### config.mk
export PLATFORM = sky130hd
export DESIGN_NAME = button_conditioner
export DESIGN_NICKNAME = d
export VERILOG_FILES = /design/src/rtl/button_conditioner.sv
export SDC_FILE = /design/constraint.sdc
export NUM_CORES = 1
export LEC_CHECK = 0
export ABC_AREA = 1
export CORE_MARGIN = 2
export CORE_UTILIZATION = 37
export CTS_BUF_LIST = sky130_fd_sc_hd__clkbuf_8
export CTS_CLUSTER_DIAMETER = 50
export CTS_CLUSTER_SIZE = 12
export DETAILED_ROUTE_END_ITERATION = 7
export GPL_ROUTABILITY_DRIVEN = 0
export PLACE_DENSITY = 0.52
export SYNTH_ARGS = -nofsm -noshare
export SYNTH_HDL_FRONTEND = slang
export SYNTH_SLANG_ARGS = --single-unit
### constraint.sdc
create_clock -name clk -period 4.3 [get_ports clk]
set_input_delay 1.075 -clock clk [delete_from_list [all_inputs] [get_ports clk]]
set_output_delay 1.075 -clock clk [all_outputs]
set_load 0.05 [all_outputs]
### src/rtl/button_conditioner.sv
// button_conditioner: multi-channel push-button front end.
// Each channel has a synchroniser chain, a stable-count debouncer and
// registered rise/fall pulse generation. o_event selects between the
// pulses according to EDGE_MODE (0 rise, 1 fall, anything else both).
// Optional long-press detection is built when BTN_LONG_PRESS_EN is defined;
// otherwise o_long is tied low and no long counters exist.
module button_conditioner #(
    parameter int N_CH        = 4,
    parameter int SYNC_STAGES = 2,
    parameter int DB_CYCLES   = 50000,
    parameter int EDGE_MODE   = 0,
    parameter int LONG_CYCLES = 50000000
) (
    input  logic            clk,
    input  logic            reset,
    input  logic [N_CH-1:0] i_button,
    output logic [N_CH-1:0] o_level,
    output logic [N_CH-1:0] o_rise,
    output logic [N_CH-1:0] o_fall,
    output logic [N_CH-1:0] o_event,
    output logic [N_CH-1:0] o_long
);

    localparam int              DB_W    = $clog2(DB_CYCLES + 1);
    localparam logic [DB_W-1:0] DB_LAST = DB_W'(DB_CYCLES - 1);

    // Reject parameter combinations the datapath cannot represent.
    if (N_CH < 1 || SYNC_STAGES < 2 || DB_CYCLES < 1 || LONG_CYCLES < 1) begin : g_param_check
        $error("button_conditioner: illegal parameter value");
    end

    for (genvar ch = 0; ch < N_CH; ch++) begin : g_ch
        logic [SYNC_STAGES-1:0] sync_q;
        logic                   sync;
        logic [DB_W-1:0]        db_cnt;
        logic                   level_q;
        logic                   rise_q;
        logic                   fall_q;
        logic                   fall_now;

        assign sync = sync_q[SYNC_STAGES-1];

        // True in the cycle whose clock edge will drop the debounced level.
        assign fall_now = level_q && !sync && (db_cnt == DB_LAST);

        // Shift the raw asynchronous input through the synchroniser chain.
        always_ff @(posedge clk or posedge reset) begin
            if (reset) begin
                sync_q <= '0;
            end else begin
                sync_q <= {sync_q[SYNC_STAGES-2:0], i_button[ch]};
            end
        end

        // Accept a new level only after DB_CYCLES consecutive mismatching cycles.
        always_ff @(posedge clk or posedge reset) begin
            if (reset) begin
                db_cnt  <= '0;
                level_q <= 1'b0;
                rise_q  <= 1'b0;
                fall_q  <= 1'b0;
            end else begin
                rise_q <= 1'b0;
                fall_q <= 1'b0;
                if (sync == level_q) begin
                    db_cnt <= '0;
                end else if (db_cnt == DB_LAST) begin
                    db_cnt  <= '0;
                    level_q <= sync;
                    rise_q  <= sync;
                    fall_q  <= ~sync;
                end else begin
                    db_cnt <= db_cnt + DB_W'(1);
                end
            end
        end

        assign o_level[ch] = level_q;
        assign o_rise[ch]  = rise_q;
        assign o_fall[ch]  = fall_q;

`ifdef BTN_LONG_PRESS_EN
        localparam int                LONG_W    = $clog2(LONG_CYCLES + 1);
        localparam logic [LONG_W-1:0] LONG_LAST = LONG_W'(LONG_CYCLES - 1);

        logic [LONG_W-1:0] long_cnt;
        logic              armed;
        logic              long_q;

        // Count held-high time; fire once per press, re-arm only on release.
        always_ff @(posedge clk or posedge reset) begin
            if (reset) begin
                long_cnt <= '0;
                armed    <= 1'b1;
                long_q   <= 1'b0;
            end else begin
                long_q <= 1'b0;
                if (!level_q) begin
                    long_cnt <= '0;
                    armed    <= 1'b1;
                end else begin
                    if (long_cnt != LONG_LAST) begin
                        long_cnt <= long_cnt + LONG_W'(1);
                    end
                    if ((long_cnt == LONG_LAST) && armed) begin
                        armed  <= 1'b0;
                        // A release landing on the threshold cycle wins.
                        long_q <= ~fall_now;
                    end
                end
            end
        end

        assign o_long[ch] = long_q;
`else
        assign o_long[ch] = 1'b0;
`endif
    end

    // Route the selected edge pulses to o_event; unknown modes report both.
    always_comb begin
        o_event = o_rise | o_fall;
        if (EDGE_MODE == 0) begin
            o_event = o_rise;
        end else if (EDGE_MODE == 1) begin
            o_event = o_fall;
        end
    end

endmodule

### Word-level counts from Yosys, hierarchy flattened

Cells that the tools add are included.

* register bits after elaboration: 84
* latch bits: 0
* RAM bits: 0
* memory bits (read-only): 0
* bits of input ports: 6
* output and inout bits: 20
* word-level logic and storage cells: 68
* memories kept: 0

* add/subtract/negate cells: 4
* multiply operators: 0
* div/mod/pow operators: 0
* $lt $le $gt $ge: 0
* eq/ne operators: 8
* shift-type cells: 0
* multiplexer cells: 24
* bitwise operators: 8
* reduce and logical (&&, ||, !) cells: 4

Operators by type and width (number)
* $mux 16: 8
* $add 16x1->16 const B: 4
* $eq 16x16->1 const B: 4
* $mux 1: 16
* $not 1->1: 8
* $reduce_and 2->1: 4
* $eq 1x1->1: 4

### Logic depth before layout (Yosys ltp)

Gate-level depths: netlist of the first run.

* depth in word-level cells: 3
* depth in mapped cells: 7
* mapped depth without buffers: 7

### Worst setup path after synthesis of the first run

OpenSTA, ideal clock, no wires.

* kind: reg2out
* start point: register g_ch[1].level_q
* end point: output port o_level[1]
* data arrival time: 579 ps
* data required time: 3225 ps
* setup slack: 2646 ps
* cell stages (with the launch flop): 2
* path buffers: 1
* path through: dfrtp_1 -> buf_4

RTL lines
* start: declaration: RTL line 36 `logic level_q;`
* start signal: assignment: RTL line 69 `level_q <= sync;`
* end: declaration: RTL line 17 `output logic [N_CH-1:0] o_level,`

No word-level cell between the ends.

### Final worst setup path of the first run

* start point: register g_ch[1].level_q
* end point: output port o_level[1]

No word-level cell between the ends.

==> results.tsv, run 1 <==
metric	value	unit
status	finished, final reports clean	
Multi-input gate area	2030	µm²
Yosys warnings	0	
CTS Root Cell	clkbuf_8	
Final Hold Viols	0	
switching power	365	µW
Tcrit/Tclk final	62.2	%
# Post-CTS Setup Buffers	0	
Critical-path top delay cell	clkdlybuf4s50_1	
Power Total	1.46	mW
cts repair resizes	0	
CP required	3.22	ns
Die Y	115	µm
Routed Antenna Nets	0	
Avg WL per Cell	11.9	µm
DRT Wirelength	8640	µm
Clock Power Share	39.3	%
DRC	0	
share of cells above drive strength 1	11.3	%
switching share of power	25.1	%
CP bufs+invs	1	
clk sink count	84	
FF+latch area	2100	µm²
Post-DP HPWL	6370	µm
CP Capture Type	output port	
Initial DRT Pass Iterations	4	
Core ar.	12000	µm²
Crit path arrival time	1.60	ns
die footprint	13100	µm²
WS Path Type	reg -> out	
gr usage total	14.5	%
worst rel slew slack	54.6	%
initial core utilization	37.8	%
Yosys cell types	33	
Slew Viols, Final	0	
Worst-path clk slew	0.09	ns
Antenna Cells	0	
WHS	0.358	ns
clock buffer count from CTS	9	
worst slack, placed	1.91	ns
Overflow after GRT	0	
Cells after Synth	557	
PwrDens	292	nW/µm²
num ports	26	
unrepaired setup endpoints after global routing	no	
crit path max fanout	4	
final setup violating endpoints	0	
sequential area share after synthesis	46.5	%
max incr delay on CP	0.83	ns
part of the power in registers	56.1	%
maximum number of pins on one net before global-route repair	39	
Worst-Margin Slew	0.680	ns
post-synthesis register bit count	84	
maxcap violations	0	
PortBufs	21	
Util after Layout	41.6	%
skew final	0.00900	ns
Gate power share	4.6	%
Peak Freq	374	MHz
CTS H-tree depth	3	
crit path launch type	flip-flop	
crit path cell chain	clkdlybuf4s50_1	
synth-to-layout area growth	10.2	%
first-pass GRT wire length	14900	µm
Clock Path Buffers	2	
vias	3354	
Synth Cell Area	4520	µm²
total negative slack	0	ns
initial DRC count	193	
initial antenna violation count	0	
die width	115	µm
HP Class	reg -> reg	
cts hold-fix bufs	0	
Worst VDD drop	0.190	mV
Mapped Avg Cell Area	8.11	µm²
dominant delay contributor by cell family on the critical path	buffers and inverters	
# nets final	582	
final setup margin	1.63	ns
fillcell total	1226	
CTS tree	built	
vias in the first global route	3185	
Pleak	2.30	nW
Power Internal	1.09	mW
Clk Latency, worst-skew pair	0.37	ns
minimum clock period	2.67	ns
num rows	40	
DR vias/cell	4.63	
==> cells in the final DEF (no fill, tap or decap), types with 5 or more instances in the layout <==
cell type / Yosys / final
nor2_1: 136 / 136
nand2_1: 93 / 93
dfrtp_1: 84 / 84
inv_1: 59 / 58
nand3_1: 44 / 44
clkdlybuf4s50_1: 0 / 21
xor2_1: 18 / 18
xnor2_1: 11 / 11
nand4_1: 10 / 10
nor2_2: 9 / 9
a21oi_1: 9 / 9
clkbuf_8: 0 / 9
nand2_2: 6 / 6
nor2_4: 6 / 6
a31oi_1: 5 / 5
nand2_4: 5 / 5
nor3_1: 5 / 5
==> stage by stage <==
stage | std cells | cell area [µm²]
after CTS | 724 | 4980
after global placement | 708 | 4780
final | 724 | 4980
after global routing | 724 | 4980
after floorplan | 560 | 4530
after detailed placement | 708 | 4780
==> per-layer routing <==
layer	vias to the layer above	global-route usage, %	wire length, µm
met4	0	7.32	193
met2	51	22.5	3870
li1	1750	-	-
met1	1538	19.6	4340
met3	15	2.44	230
met5	-	0	0
==> Yosys cell counts <==
cell type | number | area, µm²
or2_1 | 2 | 12.5
inv_1 | 59 | 221
nand3_4 | 2 | 35.0
nand2_1 | 93 | 349
xnor2_1 | 11 | 96.3
buf_2 | 2 | 10.0
conb_1 | 1 | 3.75
a31oi_1 | 5 | 31.3
a21oi_2 | 1 | 8.76
nand3_1 | 44 | 220
nor2_4 | 6 | 67.6
nand3_2 | 4 | 40.0
o21bai_1 | 4 | 30.0
buf_4 | 20 | 150
o21bai_2 | 1 | 11.3
nor3_4 | 2 | 32.5
nand2_2 | 6 | 37.5
nor2_1 | 136 | 510
dfrtp_1 | 84 | 2100
o21ai_0 | 1 | 5.00
a21o_1 | 1 | 7.51
nand4_1 | 10 | 62.6
ha_1 | 4 | 50.1
inv_2 | 4 | 15.0
or2_2 | 2 | 12.5
nand3b_1 | 1 | 7.51
nor3_1 | 5 | 25.0
a21oi_1 | 9 | 45.0
nor3_2 | 4 | 40.0
nor2_2 | 9 | 56.3
xor2_1 | 18 | 158
nor3b_1 | 1 | 7.51
nand2_4 | 5 | 56.3
==> layout make-up <==
class	instances	share of cell area, %
Timing Repair Buffer	23	4.52
Tap cell	147	3.69
Inverter	63	4.77
Sequential cell	84	42.2
Clock inverter	7	1.56
Multi-Input combinational cell	391	40.8
Clock buffer	9	2.49
==> state kept, by name (all words and copies together), names as in the netlist <==
name and flops:
g_ch.level_q 4, g_ch.rise_q 4, g_ch.fall_q 4, g_ch.sync_q 8, g_ch.db_cnt 64
==> kinds of logic (layout without fill, tap and decap cells) <==
logic type | count (synthesis) | after routing | share of synthesized area (%)
AOI/OAI and AO/OA | 22 | 22 | 3.07
buffers and inverters | 85 | 102 | 8.78
other | 1 | 4 | 0.0830
and+or+nand+nor | 332 | 332 | 34.8
xor gates and xnor gates | 29 | 29 | 5.62
adders and majority gates | 4 | 4 | 1.11
DFF | 84 | 84 | 46.5
==> power by group through the flow <==
| stage | clock (mW) | combinational [mW] | sequential [mW] |
|---|---|---|---|
| floorplan | 0 | 0.0540 | 0.829 |
| global placement | 0 | 0.0690 | 0.832 |
| detailed placement | 0 | 0.0694 | 0.832 |
| CTS | 0.601 | 0.0696 | 0.816 |
| global route | 0.633 | 0.0783 | 0.819 |
| finish | 0.573 | 0.0670 | 0.816 |
==> final timing paths <==
check,cells past startpoint,startpoint,end,slack (ns)
setup reg to reg,6,g_ch[3].db_cnt[0],g_ch[3].db_cnt[14],2.81
setup / recovery,1,g_ch[1].level_q,o_level[1],1.63
min in group asynchronous,2,reset,g_ch[0].db_cnt[11],1.10
hold / removal,0,g_ch[2].sync_q[0],g_ch[2].sync_q[1],0.36
max in group asynchronous,3,reset,g_ch[2].sync_q[1],2.39
hold reg to reg,0,g_ch[2].sync_q[0],g_ch[2].sync_q[1],0.36
Power figures use the tool's default switching activity.
==> run 2: changes to the inputs <==
Settings changed: PLACE_DENSITY 0.52 to 0.54.
Clock period 4.3 ns to 2.4 ns, I/O delays scaled along.
==> results.tsv, run 2 (synthesis gave the netlist of run 1 again) <==
metric	value	unit	change
status	finished, final reports clean		unchanged
dominant delay contributor by cell family on the critical path	buffers and inverters		unchanged
worst rel slew slack	65.5	%	was 54.6%
share of cells above drive strength 1	11.1	%	was 11.3%
Critical-path top delay cell	clkdlybuf4s50_1		unchanged
final cell count without fillers	724		unchanged
clk sink count	84		unchanged
hold path start	g_ch[3].sync_q[0]		was g_ch[2].sync_q[0]
cts hold-fix bufs	0		unchanged
Post-DP HPWL	6660	µm	was 6370 µm
Avg WL per Cell	12.3	µm	was 11.9 µm
Antenna Cells	0		unchanged
Initial DRT Pass Iterations	4		unchanged
synth-to-layout area growth	11.6	%	was 10.2%
Peak Freq	459	MHz	
initial core utilization	37.8	%	unchanged
# nets final	583		was 582
CTS H-tree depth	3		unchanged
CTS Root Cell	clkbuf_8		unchanged
Clk Latency, worst-skew pair	0.36	ns	was 0.37 ns
placed inst area	4790	µm²	was 4780 µm²
gr usage total	15.1	%	was 14.5%
HP Class	reg -> reg		unchanged
minimum clock period	2.18	ns	
Final Instance Area	5040	µm²	was 4980 µm²
CP Capture Type	output port		unchanged
first-pass GRT wire length	15600	µm	was 14900 µm
biggest regs	g_ch.db_cnt (64), g_ch.sync_q (8)		unchanged
Die Y	115	µm	unchanged
Worst-Margin Slew	0.515	ns	was 0.680 ns
Crit path arrival time	1.58	ns	was 1.60 ns
PortBufs	21		unchanged
num ports	26		unchanged
total negative slack	0	ns	unchanged
commonest non-fill, non-tap cell in the layout	nor2_1		unchanged
final setup violating endpoints	0		unchanged
PwrDens	570	nW/µm²	was 292 nW/µm²
Routed Antenna Nets	0		unchanged
DRT Wirelength	8930	µm	was 8640 µm
crit path max fanout	4		unchanged
Pleak	2.34	nW	was 2.30 nW
die width	115	µm	unchanged
Clock Path Buffers	2		unchanged
unrepaired setup endpoints after global routing	no		unchanged
CP required	1.80	ns	was 3.22 ns
vias	3375		was 3354
Util after Layout	42.2	%	was 41.6%
crit path launch type	flip-flop		unchanged
cts repair resizes	0		unchanged
DP Cell Count	709		was 708
Worst VDD drop	0.321	mV	was 0.190 mV
CTS tree	built		unchanged
CP Launch Point	g_ch[1].level_q		unchanged
initial DRC count	195		was 193
maxcap violations	0		unchanged
clock buffer count from CTS	9		unchanged
Overflow after GRT	0		unchanged
crit path cell chain	clkdlybuf4s50_1		unchanged
vias in the first global route	3316		was 3185
Final Hold Viols	0		unchanged
WS Path Type	reg -> out		unchanged
# Post-CTS Setup Buffers	0		unchanged
die footprint	13100	µm²	unchanged
Core ar.	12000	µm²	unchanged
fillcell total	1212		was 1226
CP bufs+invs	1		unchanged
DR vias/cell	4.66		was 4.63
num rows	40		unchanged
Tcrit/Tclk final	90.8	%	
maximum number of pins on one net before global-route repair	35		was 39
skew final	0.00949	ns	was 0.00900 ns
max incr delay on CP	0.82	ns	was 0.83 ns
most frequent cells in the layout	136 x nor2_1, 93 x nand2_1, 84 x dfrtp_1, 59 x inv_1, 44 x nand3_1		was 136 x nor2_1, 93 x nand2_1, 84 x dfrtp_1, 58 x inv_1, 44 x nand3_1
max FFs per register	64		unchanged
DRC	0		unchanged
worst r2r src	g_ch[0].db_cnt[0]		was g_ch[3].db_cnt[0]
initial antenna violation count	0		unchanged
Power Total	2.87	mW	was 1.46 mW
Worst-path clk slew	0.08	ns	was 0.09 ns
Slew Viols, Final	0		unchanged
most flop-heavy register	g_ch.db_cnt		unchanged
-- run 2: cell count changes in the layout (fill, tap and decap cells not counted) --
| cell | before | now |
|---|---|---|
| buf_4 | 2 | 3 |
| bufinv_16 | 1 | 4 |
| inv_1 | 58 | 59 |
| clkinv_4 | 2 | 0 |
| clkinvlp_4 | 4 | 1 |
-- run 2: where the power goes --
part / switching (mW) / total [mW] / leakage, nW / internal, mW
clock: 0.505 / 1.29 / 0.130 / 0.785
sequential: 0.0259 / 1.46 / 1.15 / 1.44
combinational: 0.0853 / 0.121 / 1.07 / 0.0358
total: 0.616 / 2.87 / 2.34 / 2.26
-- run 2: worst paths after layout --
| check | slack [ns] | depth (start not counted) | end |
|---|---|---|---|
| worst max-delay path | 0.22 | 1 | o_level[1] |
| max in group asynchronous | 1.30 | 3 | g_ch[1].db_cnt[12] |
| worst min register to register | 0.36 | 0 | g_ch[3].sync_q[1] |
| worst min-delay path | 0.36 | 0 | g_ch[3].sync_q[1] |
| worst max register to register | 0.83 | 5 | g_ch[0].rise_q |
| min in group asynchronous | 0.48 | 2 | g_ch[3].rise_q |
-- run 2: per-stage QoR --
step / worst slack [ns] / hold WS [ns]
after floorplan: 0.834 / 0.331
after global placement: 0.610 / 0.343
after detailed placement: 0.602 / 0.338
after CTS: 0.191 / 0.357
after global routing: 0.138 / 0.372
final: 0.220 / 0.357
-- run 2: final cells by class --
| class | instances | area, µm² | area share [%] |
|---|---|---|---|
| clock buffer | 9 | 124 | 2.46 |
| clock inverter | 6 | 129 | 2.56 |
| inverter | 63 | 240 | 4.76 |
| multi-input combinational | 391 | 2030 | 40.3 |
| sequential | 84 | 2100 | 41.7 |
| tap | 147 | 184 | 3.65 |
| timing repair buffer | 24 | 233 | 4.62 |
-- run 2: worst register-to-register path: stages, from the launching register on --
cell and delay [ns]:
dfrtp_1 0.41, ha_1 0.24, nand3_2 0.13, nor2_1 0.15, nand2_2 0.15, nor3_1 0.35
-- run 2: routing by layer --
metal | wire length [µm] | share of wire [%] | track usage (%) | vias up
met3 | 305 | 3.4 | 3.44 | 10
met2 | 4210 | 47 | 24.2 | 58
met4 | 144 | 1.6 | 5.45 | 0
li1 | - | - | - | 1748
met1 | 4270 | 48 | 19.9 | 1559
met5 | 0 | 0 | 0 | -
==> edit 1 (flow settings as in run 1) <==
Register the output `o_event`, with the module's reset; this adds one clock of latency there. The other outputs are not delayed to match. Comments in the files are not updated.
--- a/src/rtl/button_conditioner.sv
+++ b/src/rtl/button_conditioner.sv
@@ -23,6 +23,8 @@
 
     localparam int              DB_W    = $clog2(DB_CYCLES + 1);
     localparam logic [DB_W-1:0] DB_LAST = DB_W'(DB_CYCLES - 1);
+
+    logic [N_CH-1:0] o_event_d;
 
     // Reject parameter combinations the datapath cannot represent.
     if (N_CH < 1 || SYNC_STAGES < 2 || DB_CYCLES < 1 || LONG_CYCLES < 1) begin : g_param_check
@@ -119,11 +121,19 @@
 
     // Route the selected edge pulses to o_event; unknown modes report both.
     always_comb begin
-        o_event = o_rise | o_fall;
+        o_event_d = o_rise | o_fall;
         if (EDGE_MODE == 0) begin
-            o_event = o_rise;
+            o_event_d = o_rise;
         end else if (EDGE_MODE == 1) begin
-            o_event = o_fall;
+            o_event_d = o_fall;
+        end
+    end
+
+    always_ff @(posedge clk or posedge reset) begin
+        if (reset) begin
+            o_event <= '0;
+        end else begin
+            o_event <= o_event_d;
         end
     end
 
Check against the original RTL: same outputs for any inputs over 10 cycles, from zero or initial values and one cycle with reset high; that may be too few to reach the edited logic, so the function may still have changed.
==> edit 1 against run 1 <==
  * Synthesized cell count did not move
  * Register-to-register slack got worse by 0.15 ns
  * Cell area rose by 3.0%
  * Worst setup slack got worse by 0.0033 ns
  * Routed wire length rose by 4.0%
  * Hold slack improved by 0.0020 ns
  * Power rose by 6.9%
  * Area after synthesis rose by 1.6%
  * Critical path type unchanged
  * Sequential cell count rose by 4
==> edit 1: results (changes against run 1) <==
via count: 3416 (+1.8%)
number of global-route vias before repair: 3343 (+5.0%)
CP max FO: 4 (unchanged)
Setup Skew: 0.00675 ns (-0.00226 ns)
Worst R2R End: g_ch[0].fall_q
placed cell count: 732 (+3.4%)
Clock Tree Buf Depth: 2 (unchanged)
largest net degree at the start of global routing: 56 (+44%)
share of cells above drive strength 1: 11.0% (-0.23 points)
worst flop-to-flop path startpoint: g_ch[0].db_cnt[0]
Inserted Diodes: 0 (unchanged)
Hold Path Depth: 0 (unchanged)
# fillers: 1238 (+0.98%)
Port Buffer Count: 21 (unchanged)
max_slew headroom: 58.7% (+4.1 points)
crit path launch: g_ch[1].level_q
sequential cell area fraction in the yosys report: 48.0% (+1.5 points)
HP Start: g_ch[3].sync_q[0]
first-pass GRT wire length: 15.8 mm (+6.5%)
Final Non-Filler Cells: 748 (+3.3%)
overall routing resource usage: 15.3% (+0.82 points)
Leakage: 2.37 nW (+3.0%)
Synth async-reset ratio: 100% (unchanged)
Min Hold Slack: 0.360 ns (+0.00200 ns)
leading post-synthesis cells by cell area: dfrtp_1, nor2_1, nand2_1
R2R Setup Slk: 2.66 ns (-0.15 ns)
DRT iter0 DRCs: 162 (-16%)
Worst VDD drop: 0.167 mV (-12%)
Commonest cells post-synth: nor2_1, nand2_1, dfrtp_1
Worst Hold Endpoint: g_ch[3].sync_q[1]
Post-Route WL: 8.99 mm (+4.0%)
outcome: completed
setup bufs post-CTS: 0 (unchanged)
Final Net Count: 585 (+0.52%)
post-DP HPWL: 6.53 mm (+2.6%)
reg2reg path depth: 5 (-1)
edit 1: cell count changes after synthesis:
cell	run 1	this run
dfrtp_1	84	88
buf_4	20	16
edit 1: power by group:
group / switching, mW / internal [mW] / leakage (nW)
Combinational: 0.0487 / 0.0200 / 1.07
Clock: 0.307 / 0.327 / 0.101
Sequential: 0.0140 / 0.840 / 1.20
Total: 0.370 / 1.19 / 2.37
edit 1: cell type report:
type	instances	area, um2	share of cell area, %
flip-flops and latches	88	2200	42.9
well taps	168	210	4.10
clock inverters	7	96.3	1.88
repair buffers	22	230	4.49
clock buffers	9	124	2.41
inverters	63	238	4.63
multi-input cells	391	2030	39.6
edit 1: logic make-up (layout without fill, tap and decap cells):
group	after synthesis	in the layout	synth area share [%]
buffers and inverters	81	101	7.99
xor gates and xnor gates	29	29	5.54
adders and majority gates	4	4	1.09
other	1	4	0.0817
and+or+nand+nor	332	332	34.3
AOI/OAI and AO/OA	22	22	3.03
DFF	88	88	48.0
edit 1: routing by layer:
metal | global-route usage (%) | part of all wire [%] | vias up
met5 | 0 | 0 | -
met4 | 4.98 | 1.5 | 0
met3 | 5.06 | 4.4 | 14
met2 | 24.4 | 47 | 59
met1 | 19.9 | 47 | 1585
li1 | - | - | 1758
edit 1: through the flow:
step	util [%]	setup slack [ns]	instance area [um2]	power (mW)
2_1_floorplan	-	0.946	4600	0.922
3_3_place_gp	40.7	2.03	4910	0.940
3_5_place_dp	40.7	2.01	4910	0.941
4_1_cts	42.5	1.58	5130	1.59
5_1_grt	42.5	1.54	5130	1.63
6_report	42.5	1.62	5130	1.56
==> edit 2 (settings of run 1) <==
Without the edit above. Build with the macro `BTN_LONG_PRESS_EN` defined.
--- a/src/rtl/button_conditioner.sv
+++ b/src/rtl/button_conditioner.sv
@@ -4,6 +4,8 @@
 // pulses according to EDGE_MODE (0 rise, 1 fall, anything else both).
 // Optional long-press detection is built when BTN_LONG_PRESS_EN is defined;
 // otherwise o_long is tied low and no long counters exist.
+`define BTN_LONG_PRESS_EN
+
 module button_conditioner #(
     parameter int N_CH        = 4,
     parameter int SYNC_STAGES = 2,
Behaviour: same outputs for any inputs over 10 cycles, from zero or initial values and one cycle with reset high; that may be too few to reach the edited logic, so the function may still have changed.
==> edit 2 against run 1 <==
  * Sequential cell count grew 112
  * Via count grew to 2.8 times the old value
  * Largest power group unchanged
  * Cell area grew 150%
  * Power grew 120%
  * Sequential power grew 130%
  * Worst setup slack lost 0.31 ns
  * Area after synthesis grew 150%
  * Routed wire length grew to 2.8 times the old value
==> edit 2: results (changes against run 1) <==
outcome: completed
Setup Skew: 0.0272 ns (+0.0182 ns)
via/cell ratio: 4.66 (+0.51%)
Crit path largest cell delay: 0.85 ns (+0.02 ns)
top cell family by delay on the critical path: buffers and inverters
Commonest cells post-synth: nand2_1, nor2_1, dfrtp_1
placed cell count: 1956 (+180%)
CP max FO: 25 (+21)
via count: 9257 (+180%)
Clock Tree Buf Depth: 2 (unchanged)
routed wire length per instance: 12.1 um (+1.4%)
Worst-Skew Late Latency: 0.48 ns (+0.11 ns)
cell count after synthesis: 1565 (+180%)
clock buffer count from CTS: 17 (+8)
Leakage: 5.19 nW (+130%)
Worst VDD drop: 0.214 mV (+12%)
sequential cell area fraction in the yosys report: 43.7% (-2.8 points)
Setup crit end kind: primary output
initial antenna violation count: 0 (unchanged)
post-DP HPWL: 17.4 mm (+170%)
Cell variety after synth: 34 (+3.0%)
worst slew pin tran: 0.864 ns (+0.184 ns)
Largest regs: g_ch.long_cnt x104, g_ch.db_cnt x64, g_ch.sync_q x8
First-pass DRT Iterations: 5 (+1)
Port Buffer Count: 25 (+19%)
# H-tree levels: 4 (+1)
number of global-route vias before repair: 9031 (+180%)
Hold Crit Class: register to register
first-pass GRT wire length: 42.9 mm (+190%)
CP Data Arrival Time: 1.91 ns (+0.31 ns)
leading post-synthesis cells by cell area: dfrtp_1, nand2_1, nor2_1
CTS root buffer: clkbuf_8
Inserted Diodes: 0 (unchanged)
YS warnings: 0 (unchanged)
share of cells above drive strength 1: 9.64% (-1.6 points)
DRT iter0 DRCs: 623 (+220%)
largest net degree at the start of global routing: 131 (+240%)
overall routing resource usage: 16.4% (+1.9 points)
edit 2: cell count changes in the layout (fill, tap and decap cells not counted), moves of 10 or more:
cell and delta:
a21oi_1 +44, nand4_1 +10, nor2_4 +11, or2_2 +12, nor3_1 +13, dfrtp_1 +108, nor2_2 +36, inv_1 +122
nand2_2 +14, o21ai_0 +29, nand2_1 +325, nor2_1 +178, nand3_1 +84
edit 2: cells by family after synthesis:
| group | count (synthesis) | share of synthesized area [%] |
|---|---|---|
| AND/OR/NAND/NOR | 1016 | 40.0 |
| buffers and inverters | 214 | 7.86 |
| flip-flops | 196 | 43.7 |
| AO/OA/AOI/OAI | 89 | 4.07 |
| XOR/XNOR | 38 | 2.97 |
| adder cells (fa/ha/maj) | 12 | 1.34 |
edit 2: power breakdown:
part / internal, mW / switching (mW) / leakage [nW]
registers: 1.85 / 0.00983 / 2.70
clock network: 0.552 / 0.720 / 0.210
logic: 0.0207 / 0.0626 / 2.28
edit 2: per-layer routing:
layer / track usage, % / vias up / share of wire [%]
met1: 23.2 / 4232 / 52
met5: 0 / - / 0
met4: 2.98 / 0 / 0.64
met3: 3.05 / 11 / 3.3
met2: 26.4 / 130 / 45
li1: - / 4884 / -
edit 2: path summary, 6_finish.rpt:
kind | startpoint | to | slack [ns] | cells past startpoint
hold / removal | g_ch[3].sync_q[0] | g_ch[3].sync_q[1] | 0.36 | 0
hold reg to reg | g_ch[3].sync_q[0] | g_ch[3].sync_q[1] | 0.36 | 0
setup reg to reg | g_ch[3].long_cnt[0] | g_ch[3].long_q | 2.63 | 7
min in group asynchronous | reset | g_ch[2].db_cnt[13] | 1.11 | 3
max in group asynchronous | reset | g_ch[0].level_q | 2.46 | 3
setup / recovery | g_ch[0].level_q | o_level[0] | 1.31 | 2
edit 2: per-stage QoR:
| step | util [%] | total power, mW | hold WS [ns] | setup WS, ns | instance area, um2 |
|---|---|---|---|---|---|
| after floorplan | - | 1.96 | 0.331 | 0.696 | 11200 |
| after global placement | 39.8 | 1.99 | 0.338 | 1.80 | 11800 |
| after detailed placement | 39.8 | 1.99 | 0.340 | 1.80 | 11800 |
| after CTS | 41.2 | 3.29 | 0.365 | 1.26 | 12200 |
| after global routing | 41.2 | 3.37 | 0.374 | 1.21 | 12200 |
| final | 41.2 | 3.22 | 0.363 | 1.31 | 12200 |
edit 2: area by class of cell:
type / instances / area [um2]
Fill cell: 3067 / 17500
Multi-Input combinational cell: 1155 / 5430
Sequential cell: 196 / 4910
Inverter: 184 / 694
Tap cell: 390 / 488
Timing Repair Buffer: 31 / 308
Clock buffer: 18 / 248
Clock inverter: 14 / 165
edit 2: worst reg2reg max path: cells and delay by family, from the launching register on:
family        cells  cell delay (ns)
simple gates      6             0.95
flops             1             0.42
fa+ha+maj         1             0.20
